`src/rtl/vdp_super_vram_scheduler.sv`:
```
// Super-res VRAM slot scheduler: time is cut into 4-clock slots, each granted to
// refresh, display fetch, CPU or command engine, with one registered SDRAM request per slot.
module vdp_super_vram_scheduler #(
  parameter int REFRESH_INTERVAL = 390,
  parameter int REFRESH_MAX      = 7
) (
  input  logic        clk,
  input  logic        reset,
  input  logic        phase_sync,
  input  logic        super_res_drawing,
  input  logic [16:0] disp_addr,
  output logic [31:0] disp_data,
  output logic        disp_valid,
  input  logic        cpu_req,
  input  logic [18:0] cpu_addr,
  input  logic        cpu_we,
  input  logic [7:0]  cpu_wdata,
  output logic        cpu_ack,
  output logic [7:0]  cpu_rdata,
  input  logic        cmd_req,
  input  logic [16:0] cmd_addr,
  input  logic        cmd_we,
  input  logic [3:0]  cmd_be,
  input  logic [31:0] cmd_wdata,
  output logic        cmd_ack,
  output logic [31:0] cmd_rdata,
  output logic [16:0] mem_addr,
  output logic [31:0] mem_wdata,
  output logic [3:0]  mem_be,
  output logic        mem_rd,
  output logic        mem_we,
  output logic        mem_refresh,
  input  logic [31:0] mem_rdata
);
  localparam int CW = $clog2(REFRESH_INTERVAL);
  localparam int PW = $clog2(REFRESH_MAX + 1);

  typedef enum logic [2:0] {OWN_IDLE, OWN_REF, OWN_DISP, OWN_CPU, OWN_CMD} owner_t;

  owner_t        r_owner, w_owner_next, w_grant;
  logic [1:0]    r_phase, w_phase_next;
  logic [PW-1:0] r_pending, w_pending_next;
  logic [CW-1:0] r_refcnt, w_refcnt_next;
  logic          r_rr_cmd, w_rr_cmd_next;
  logic [1:0]    r_lane, w_lane_next;
  logic          r_slot_we, w_slot_we_next;
  logic [16:0]   r_mem_addr, w_mem_addr_next;
  logic [31:0]   r_mem_wdata, w_mem_wdata_next;
  logic [3:0]    r_mem_be, w_mem_be_next;
  logic          r_mem_rd, w_mem_rd_next, r_mem_we, w_mem_we_next;
  logic          r_mem_refresh, w_mem_refresh_next;
  logic [31:0]   r_disp_data, w_disp_data_next, r_cmd_rdata, w_cmd_rdata_next;
  logic [7:0]    r_cpu_rdata, w_cpu_rdata_next;
  logic          r_disp_valid, w_disp_valid_next;
  logic          r_cpu_ack, w_cpu_ack_next, r_cmd_ack, w_cmd_ack_next;
  logic          w_slot_start, w_credit, w_ref_grant;

  // A phase_sync in the phase-0 cycle restarts the slot, so no grant is taken.
  assign w_slot_start = (r_phase == 2'd0) && !phase_sync;
  assign w_ref_grant  = w_slot_start && (w_grant == OWN_REF);

  always_comb begin
    w_grant = OWN_IDLE;
    if (r_pending == PW'(REFRESH_MAX))   w_grant = OWN_REF;
    else if (super_res_drawing)          w_grant = OWN_DISP;
    else if (r_pending != '0)            w_grant = OWN_REF;
    else if (cpu_req && cmd_req)         w_grant = r_rr_cmd ? OWN_CMD : OWN_CPU;
    else if (cpu_req)                    w_grant = OWN_CPU;
    else if (cmd_req)                    w_grant = OWN_CMD;
  end

  always_comb begin
    w_credit      = (r_refcnt == CW'(REFRESH_INTERVAL - 1));
    w_refcnt_next = w_credit ? '0 : r_refcnt + CW'(1);
    w_pending_next = r_pending;
    if (w_credit && !w_ref_grant && (r_pending != PW'(REFRESH_MAX)))
      w_pending_next = r_pending + PW'(1);
    else if (!w_credit && w_ref_grant)
      w_pending_next = r_pending - PW'(1);
  end

  always_comb begin
    w_phase_next       = phase_sync ? 2'd0 : r_phase + 2'd1;
    w_owner_next       = r_owner;
    w_rr_cmd_next      = r_rr_cmd;
    w_lane_next        = r_lane;
    w_slot_we_next     = r_slot_we;
    w_mem_addr_next    = r_mem_addr;
    w_mem_wdata_next   = r_mem_wdata;
    w_mem_be_next      = r_mem_be;
    w_mem_rd_next      = 1'b0;
    w_mem_we_next      = 1'b0;
    w_mem_refresh_next = 1'b0;
    w_disp_data_next   = r_disp_data;
    w_cpu_rdata_next   = r_cpu_rdata;
    w_cmd_rdata_next   = r_cmd_rdata;
    w_disp_valid_next  = 1'b0;
    w_cpu_ack_next     = 1'b0;
    w_cmd_ack_next     = 1'b0;
    if (w_slot_start) begin
      w_owner_next = w_grant;
      case (w_grant)
        OWN_REF: w_mem_refresh_next = 1'b1;
        OWN_DISP: begin
          w_mem_addr_next = disp_addr;
          w_mem_be_next   = 4'hF;
          w_slot_we_next  = 1'b0;
          w_mem_rd_next   = 1'b1;
        end
        OWN_CPU: begin
          w_mem_addr_next  = cpu_addr[18:2];
          w_mem_be_next    = cpu_we ? (4'b0001 << cpu_addr[1:0]) : 4'hF;
          w_mem_wdata_next = {4{cpu_wdata}};
          w_lane_next      = cpu_addr[1:0];
          w_slot_we_next   = cpu_we;
          w_mem_rd_next    = !cpu_we;
          w_mem_we_next    = cpu_we;
          w_rr_cmd_next    = 1'b1;
        end
        OWN_CMD: begin
          w_mem_addr_next  = cmd_addr;
          w_mem_be_next    = cmd_we ? cmd_be : 4'hF;
          w_mem_wdata_next = cmd_wdata;
          w_slot_we_next   = cmd_we;
          w_mem_rd_next    = !cmd_we;
          w_mem_we_next    = cmd_we;
          w_rr_cmd_next    = 1'b0;
        end
        default: ;
      endcase
    end
    // Read data lands in phase 2; a truncated slot delivers neither data nor ack.
    if ((r_phase == 2'd2) && !phase_sync) begin
      case (r_owner)
        OWN_DISP: begin
          w_disp_data_next  = mem_rdata;
          w_disp_valid_next = 1'b1;
        end
        OWN_CPU: begin
          if (!r_slot_we) w_cpu_rdata_next = mem_rdata[{r_lane, 3'b000} +: 8];
          w_cpu_ack_next = 1'b1;
        end
        OWN_CMD: begin
          if (!r_slot_we) w_cmd_rdata_next = mem_rdata;
          w_cmd_ack_next = 1'b1;
        end
        default: ;
      endcase
    end
  end

  always_ff @(posedge clk or posedge reset) begin
    if (reset) begin
      r_phase       <= '0;
      r_owner       <= OWN_IDLE;
      r_pending     <= '0;
      r_refcnt      <= '0;
      r_rr_cmd      <= 1'b0;
      r_lane        <= '0;
      r_slot_we     <= 1'b0;
      r_mem_addr    <= '0;
      r_mem_wdata   <= '0;
      r_mem_be      <= '0;
      r_mem_rd      <= 1'b0;
      r_mem_we      <= 1'b0;
      r_mem_refresh <= 1'b0;
      r_disp_data   <= '0;
      r_cpu_rdata   <= '0;
      r_cmd_rdata   <= '0;
      r_disp_valid  <= 1'b0;
      r_cpu_ack     <= 1'b0;
      r_cmd_ack     <= 1'b0;
    end else begin
      r_phase       <= w_phase_next;
      r_owner       <= w_owner_next;
      r_pending     <= w_pending_next;
      r_refcnt      <= w_refcnt_next;
      r_rr_cmd      <= w_rr_cmd_next;
      r_lane        <= w_lane_next;
      r_slot_we     <= w_slot_we_next;
      r_mem_addr    <= w_mem_addr_next;
      r_mem_wdata   <= w_mem_wdata_next;
      r_mem_be      <= w_mem_be_next;
      r_mem_rd      <= w_mem_rd_next;
      r_mem_we      <= w_mem_we_next;
      r_mem_refresh <= w_mem_refresh_next;
      r_disp_data   <= w_disp_data_next;
      r_cpu_rdata   <= w_cpu_rdata_next;
      r_cmd_rdata   <= w_cmd_rdata_next;
      r_disp_valid  <= w_disp_valid_next;
      r_cpu_ack     <= w_cpu_ack_next;
      r_cmd_ack     <= w_cmd_ack_next;
    end
  end

  assign mem_addr    = r_mem_addr;
  assign mem_wdata   = r_mem_wdata;
  assign mem_be      = r_mem_be;
  assign mem_rd      = r_mem_rd;
  assign mem_we      = r_mem_we;
  assign mem_refresh = r_mem_refresh;
  assign disp_data   = r_disp_data;
  assign disp_valid  = r_disp_valid;
  assign cpu_rdata   = r_cpu_rdata;
  assign cpu_ack     = r_cpu_ack;
  assign cmd_rdata   = r_cmd_rdata;
  assign cmd_ack     = r_cmd_ack;
endmodule

```
`config.mk`:
```
export PLATFORM = sky130hd
export DESIGN_NAME = vdp_super_vram_scheduler
export DESIGN_NICKNAME = d
export VERILOG_FILES = /design/src/rtl/vdp_super_vram_scheduler.sv
export SDC_FILE = /design/constraint.sdc
export NUM_CORES = 1
export LEC_CHECK = 0
export BUFFER_PORTS_ARGS = -buffer_cell sky130_fd_sc_hd__buf_2
export CORE_UTILIZATION = 52
export DETAILED_ROUTE_END_ITERATION = 8
export HOLD_SLACK_MARGIN = 0.08
export PLACE_DENSITY = 0.85
export REMOVE_ABC_BUFFERS = 1
export SYNTH_ARGS = -nofsm -noshare
export SYNTH_HDL_FRONTEND = slang
export SYNTH_SLANG_ARGS = --single-unit
```
`constraint.sdc`:
```
create_clock -name clk -period 12.54 [get_ports clk]
set_input_delay 3.135 -clock clk [delete_from_list [all_inputs] [get_ports clk]]
set_output_delay 3.135 -clock clk [all_outputs]
set_load 0.03 [all_outputs]
```
==> flow_metrics.tcl, run 1 <==
set metrics [dict create \
    status "complete, but fails checks" \
    violations "DRC" \
    grt_use_met3_pct 6.564 \
    worst_pin_slew_ps 1199 \
    finalWeightedCongestion 0.7625 \
    grt_pass1_wl_mm 24.34 \
    slew_headroom_pct 19.55 \
    synth_seq_area_share_pct 57.87 \
    antenna_found_initial 1 \
    cp_data_arrival_time_ps 5320 \
    rsz0062_at_grt "false" \
    grt_max_degree 84 \
    critPathKind "in -> reg" \
    power_switching_w 0.0006950 \
    netSwitchingFraction_pct 37.02 \
    num_vias 5183 \
    synth_cell_types 41 \
    grt_use_met2_pct 41.70 \
    cts_tree "built" \
    hpwl_mm 11.21 \
    coreArea_mm2 0.01216 \
    numPortBuffers 267 \
    drive_gt1_share_pct 48.82 \
    drtIter0Drc 433 \
    cts_inserted_buffers 17 \
    tns_ps 0 \
    route.detailed.drc 1 \
    synth_warnings 0 \
    fin_nets 934 \
    setup_slack_ps 7456 \
    holdWs_ps 420.9 \
    viasPerCell 5.321 \
    avgSynthCellArea_um2 12.38 \
    io_pins 268 \
    top_usage_layer "met2" \
    skew_ps 5.681 \
    max_freq_ghz 0.1967 \
    ys_async_sr_fraction_pct 100.0 \
    syn-cell-area_mm2 0.006573 \
    p_per_area_mw_per_mm2 216.4 \
    synth_edf_count 0 \
    areaGrowthSynthToFinish_pct 31.98 \
    clk_transition_reported_paths_ps 60 \
    clock_sinks 152 \
    dp_slack_ps 7008 \
    drtPass1Iterations 9 \
    num_rows 40 \
    p_clk_share_pct 28.8 \
    postCtsSetupBuffers 0 \
    dpl_cell_area_mm2 0.008035 \
    hold_viol_final 0 \
    period_share_pct 40.54 \
    period_needed_ps 5084 \
    use_met1_pct 28.77 \
    ys_ff_latch 152 \
    cts_hold_buffers 0 \
    critPathCaptureType "flip-flop" \
    crit_path_start_kind "input port" \
    grt_usage_pct 24.20 \
    wire_per_inst_um 15.78 \
    pwr-share-seq_pct 37.5 \
    max_cap_viol_count 0 \
    fin_cells 974 \
    grt_pass1_vias 4989 \
    syn_inst 531 \
    die_h_um 114.4 \
    clock_latency_ps 410 \
    antenna_left 0 \
    grt_overflow 0 \
    htreeDepth 4 \
    pwr-share-comb_pct 33.7 \
    drv_slew 0 \
    finalSetupViolCount 0 \
    clockBufferDepth 2 \
    power.leakage_nw 4.630 \
    required_ps 12770 \
    die_area_mm2 0.01309 \
    die_w_um 114.4 \
    start_util_pct 54.04 \
    irDropWorstVdd_mv 0.09900 \
    dp.cells 941 \
    wirelength_mm 15.37 \
    postCtsResizedCells 0 \
    min_path_type "reg -> reg" \
    fin_area_mm2 0.008675 \
    worstPathMaxFanout 18 \
    root_buffer "clkbuf_16" \
    synthFlopType "dfrtp_1" \
    p_int_w 0.001182 \
]
layout make-up:
cell class                 instances  area, µm²
antenna                            1      2.502
clock buffer                      19      442.9
clock inverter                    13      193.9
fill                             858       3487
inverter                          27      106.4
multi-input combinational        322       2541
sequential                       152       3804
tap                              168      210.2
timing repair buffer             272       1374
flip-flops by register name (all words and copies together) (netlist names), 2 cells and up:
signal	flops
cmd_rdata	32
cpu_rdata	8
disp_data	32
mem_addr	17
mem_be	4
mem_wdata	32
r_lane	2
r_owner	3
r_pending	3
r_phase	2
r_refcnt	9
kinds of logic (layout without fill, tap and decap cells):
kind of cell	count (synthesis)	after routing	share of synthesized area (%)
xor+xnor	7	7	0.9328
flops	152	152	57.87
fa+ha+maj	5	5	1.066
mux	107	107	19.28
compound gates	102	102	9.404
other cells	0	1	0
buf+inv	57	331	3.674
simple gates	101	101	7.767
power groups by stage:
| stage | clock (W) | sequential [W] | combinational [W] |
|---|---|---|---|
| 2_1_floorplan | 0 | 0.000964 | 0.000168 |
| 3_3_place_gp | 0 | 0.000701 | 0.000620 |
| 3_5_place_dp | 0 | 0.000711 | 0.000637 |
| 4_1_cts | 0.000550 | 0.000704 | 0.000638 |
| 5_1_grt | 0.000574 | 0.000720 | 0.000674 |
| 6_report | 0.000540 | 0.000705 | 0.000633 |
cells in the mapped netlist, types with 3 or more instances:
library cell | number | area share [%]
inv_1 | 27 | 1.5
nand2_1 | 49 | 2.8
clkbuf_1 | 12 | 0.69
o22ai_1 | 5 | 0.48
o21ai_1 | 31 | 2.4
buf_1 | 4 | 0.23
dfrtp_1 | 152 | 58
xnor2_1 | 4 | 0.53
nand2b_1 | 5 | 0.48
o21ai_0 | 8 | 0.61
a222oi_1 | 17 | 2.6
mux2i_1 | 22 | 3.4
ha_1 | 4 | 0.76
buf_2 | 10 | 0.76
mux2_2 | 75 | 13
nor2_1 | 13 | 0.74
buf_4 | 4 | 0.46
nor2b_1 | 14 | 1.3
xor2_1 | 3 | 0.40
a21oi_1 | 35 | 2.7
mux4_2 | 8 | 2.7
nand3_1 | 6 | 0.46
worst max-delay path, stage by stage:
cell and delay [ps]:
buf_2 140, a21boi_0 430, nor3b_2 970, nand2_1 330
o22ai_1 190, mux2i_1 110
cells in the final DEF (no fill, tap or decap), types with 5 or more instances in the layout:
cell       Yosys  layout
inv_1         27      26
mux2_2        75      75
buf_4          4       5
o22ai_1        5       5
o21ai_0        8       8
mux2i_1       22      22
nand2b_1       5       5
nand3_1        6       6
nand2_1       49      49
nor2b_1       14      13
buf_2         10     267
mux4_2         8       8
a222oi_1      17      17
o21ai_1       31      30
dfrtp_1      152     152
nor2_1        13      13
a21oi_1       35      35
clkbuf_16      0      17
path summary, 6_finish.rpt:
path	start	end	slack [ps]	depth (start not counted)
worst max-delay path	cpu_req	mem_be[1]	7460	6
worst min-delay path	r_phase[0]	r_phase[0]	420	1
worst max register to register	r_pending[0]	mem_be[1]	9820	5
worst min register to register	r_phase[0]	r_phase[0]	420	1
max in group asynchronous	reset	mem_wdata[4]	8280	3
min in group asynchronous	reset	cmd_rdata[22]	2800	2
layer usage:
| metal | share of wire (%) | wire length, µm |
|---|---|---|
| met1 | 39 | 5981 |
| met2 | 52 | 7956 |
| met3 | 7.1 | 1091 |
| met4 | 2.2 | 345 |
| met5 | 0 | 0 |
stage by stage:
step / utilization, % / total power (W)
global placement: 66.07 / 0.001321
finish: 71.33 / 0.001877
floorplan: - / 0.001133
CTS: 71.31 / 0.001893
global route: 71.33 / 0.001968
detailed placement: 66.07 / 0.001348
No activity file was read; power rests on OpenSTA's default activity.
==> run 2: changes to the inputs <==
--- a/config.mk
+++ b/config.mk
@@ -5,11 +5,12 @@
 export SDC_FILE = /design/constraint.sdc
 export NUM_CORES = 1
 export LEC_CHECK = 0
+export ABC_AREA = 1
 export BUFFER_PORTS_ARGS = -buffer_cell sky130_fd_sc_hd__buf_2
-export CORE_UTILIZATION = 52
+export CORE_UTILIZATION = 49
 export DETAILED_ROUTE_END_ITERATION = 8
 export HOLD_SLACK_MARGIN = 0.08
-export PLACE_DENSITY = 0.85
+export PLACE_DENSITY = 0.8
 export REMOVE_ABC_BUFFERS = 1
 export SYNTH_ARGS = -nofsm -noshare
 export SYNTH_HDL_FRONTEND = slang
==> constraint.sdc (replaced) <==
create_clock -name clk -period 5.2 [get_ports clk]
set_input_delay 1.3 -clock clk [delete_from_list [all_inputs] [get_ports clk]]
set_output_delay 1.3 -clock clk [all_outputs]
set_load 0.03 [all_outputs]
==> flow_metrics.tcl, run 2 <==
set metrics [dict create \
    most-common-layout-cells "379 x nand2_1, 267 x buf_2, 152 x dfrtp_1" \
    synthFlopType "dfrtp_1" \
    synth_commonest_cells "379 x nand2_1, 152 x dfrtp_1, 90 x o21ai_0" \
    cts_tree "built" \
    clock_latency_ps 420 \
    syn_inst 847 \
    final_common_cell "nand2_1" \
    yosys.area.top_type_share_pct 55.65 \
    rsz0062_at_grt "false" \
    hold_viol_final 0 \
    worstPathMaxFanout 23 \
    drtPass1Iterations 7 \
    die_h_um 120.1 \
    period_needed_ps 3110 \
    yosys.area.top_type "dfrtp_1" \
    wire_per_inst_um 14.20 \
    status "completed" \
    synth_warnings 0 \
    fin_nets 1241 \
    htreeDepth 4 \
    die_area_mm2 0.01443 \
    synth_cell_types 26 \
    dpl_cell_area_mm2 0.008224 \
    wirelength_mm 18.30 \
    hp-start "r_phase[0]" \
    postCtsSetupBuffers 0 \
    critPathKind "in -> reg" \
    fin_area_mm2 0.008840 \
    min_path_type "reg -> reg" \
    cts_hold_buffers 0 \
    cp_data_arrival_time_ps 3390 \
    finalSetupViolCount 0 \
    ys_async_sr_fraction_pct 100.0 \
    root_buffer "clkbuf_16" \
    drv_slew 0 \
    num_vias 6387 \
    hpwl_mm 13.26 \
    power.leakage_nw 5.088 \
    synth_edf_count 0 \
    synth_seq_area_share_pct 55.65 \
    grt_pass1_vias 6002 \
    final_util_pct 65.97 \
    num_rows 42 \
    antenna_found_initial 0 \
    postCtsResizedCells 0 \
    power.total_w 0.004813 \
    antenna-diode-count 0 \
    grt_pass1_wl_mm 29.08 \
    start_util_pct 51.01 \
    critPathCaptureType "flip-flop" \
    grt_usage_pct 26.08 \
    avgSynthCellArea_um2 8.070 \
    grt_max_degree 94 \
    slew_headroom_pct 29.98 \
    synth.most_common_cell "nand2_1" \
    drtIter0Drc 454 \
    worst_pin_slew_ps 1047 \
    p_per_area_mw_per_mm2 544.4 \
    ys_ff_latch 152 \
    required_ps 5480 \
    grt_overflow 0 \
    skew_ps 6.777 \
    viasPerCell 4.959 \
    drive_gt1_share_pct 28.87 \
    clock_sinks 152 \
    coreArea_mm2 0.01340 \
    antenna_left 0 \
    syn-cell-area_mm2 0.006835 \
    rr_startpoint "r_pending[0]" \
    cp-startpoint "super_res_drawing" \
    max_cap_viol_count 0 \
    areaGrowthSynthToFinish_pct 29.32 \
    route.detailed.drc 0 \
    period_share_pct 59.81 \
    irDropWorstVdd_mv 0.3427 \
    finalWeightedCongestion 0.8630 \
    synthTopCellsByArea "dfrtp_1 56%, nand2_1 21%, o21ai_0 6.6%" \
    crit_path_start_kind "input port" \
    max_freq_ghz 0.3215 \
    die_w_um 120.1 \
    cts_inserted_buffers 17 \
    clockBufferDepth 2 \
    clk_transition_reported_paths_ps 60 \
    numPortBuffers 267 \
    io_pins 268 \
]
run 2: cell types whose count changed after synthesis, sizes merged, moves of 8 or more:
| cell | change |
|---|---|
| nor2 | +18 |
| buf | +9 |
| mux2i | -22 |
| a31oi | +8 |
| o21ai | +61 |
| mux4 | -8 |
| mux2 | -77 |
| nor2b | -14 |
| inv | +45 |
| nand3 | +20 |
| a21oi | -13 |
| nand2 | +334 |
| a222oi | -17 |
run 2: path summary, 6_finish.rpt:
| kind | slack (ps) | cells after the start | to |
|---|---|---|---|
| worst min-delay path | 420 | 1 | r_phase[0] |
| worst max register to register | 2610 | 8 | r_slot_we |
| min in group asynchronous | 1030 | 2 | cmd_rdata[31] |
| worst max-delay path | 2090 | 9 | r_slot_we |
| worst min register to register | 420 | 1 | r_phase[0] |
| max in group asynchronous | 3230 | 3 | cmd_rdata[3] |
run 2: metrics by stage:
step,setup slack (ps),cells,setup TNS (ps),hold WS (ps)
after floorplan,-193.1,810,-29350,399.1
after global placement,1706,1256,0,414.8
after detailed placement,1591,1256,0,418.1
after CTS,2024,1288,0,425.5
after global routing,1878,1288,0,443.4
final,2090,1288,0,422.5
run 2: per-layer routing:
metal	global-route usage (%)	vias to the layer above	wire, µm
met5	0	-	0
met2	43.82	270	8883
met3	5.418	33	1283
met1	32.84	2938	7706
li1	-	3146	-
met4	10.31	0	421
run 2: final cells by class:
class / count / area [µm²]
clock buffer: 21 / 470.5
clock inverter: 11 / 145.1
fill: 1140 / 4561
inverter: 72 / 275.3
multi-input combinational: 586 / 2566
sequential: 152 / 3804
tap: 176 / 220.2
timing repair buffer: 270 / 1359
run 2: critical path, cell delays in order:
cell and delay (ps):
buf_2 110, inv_1 50, nand2_1 40, a21oi_1 140, nand2_2 230, a21oi_2 810
inv_2 410, nor2_1 250, a21oi_1 60
run 2: cells by family (layout without fill, tap and decap cells):
logic type / after synthesis / count (layout) / share of synthesized area [%]
AND/OR/NAND/NOR: 447 / 447 / 26.34
buffers and inverters: 109 / 374 / 6.809
flip-flops: 152 / 152 / 55.65
adder cells (fa/ha/maj): 5 / 5 / 1.025
XOR/XNOR: 2 / 2 / 0.2563
AO/OA/AOI/OAI: 132 / 132 / 9.921
run 2: power by group:
| part | switching, W | internal, W | leakage, nW |
|---|---|---|---|
| clock | 0.000480 | 0.000793 | 0.295 |
| combinational | 0.00125 | 0.000493 | 2.82 |
| sequential | 0.000250 | 0.00154 | 1.98 |
| total | 0.00198 | 0.00283 | 5.09 |
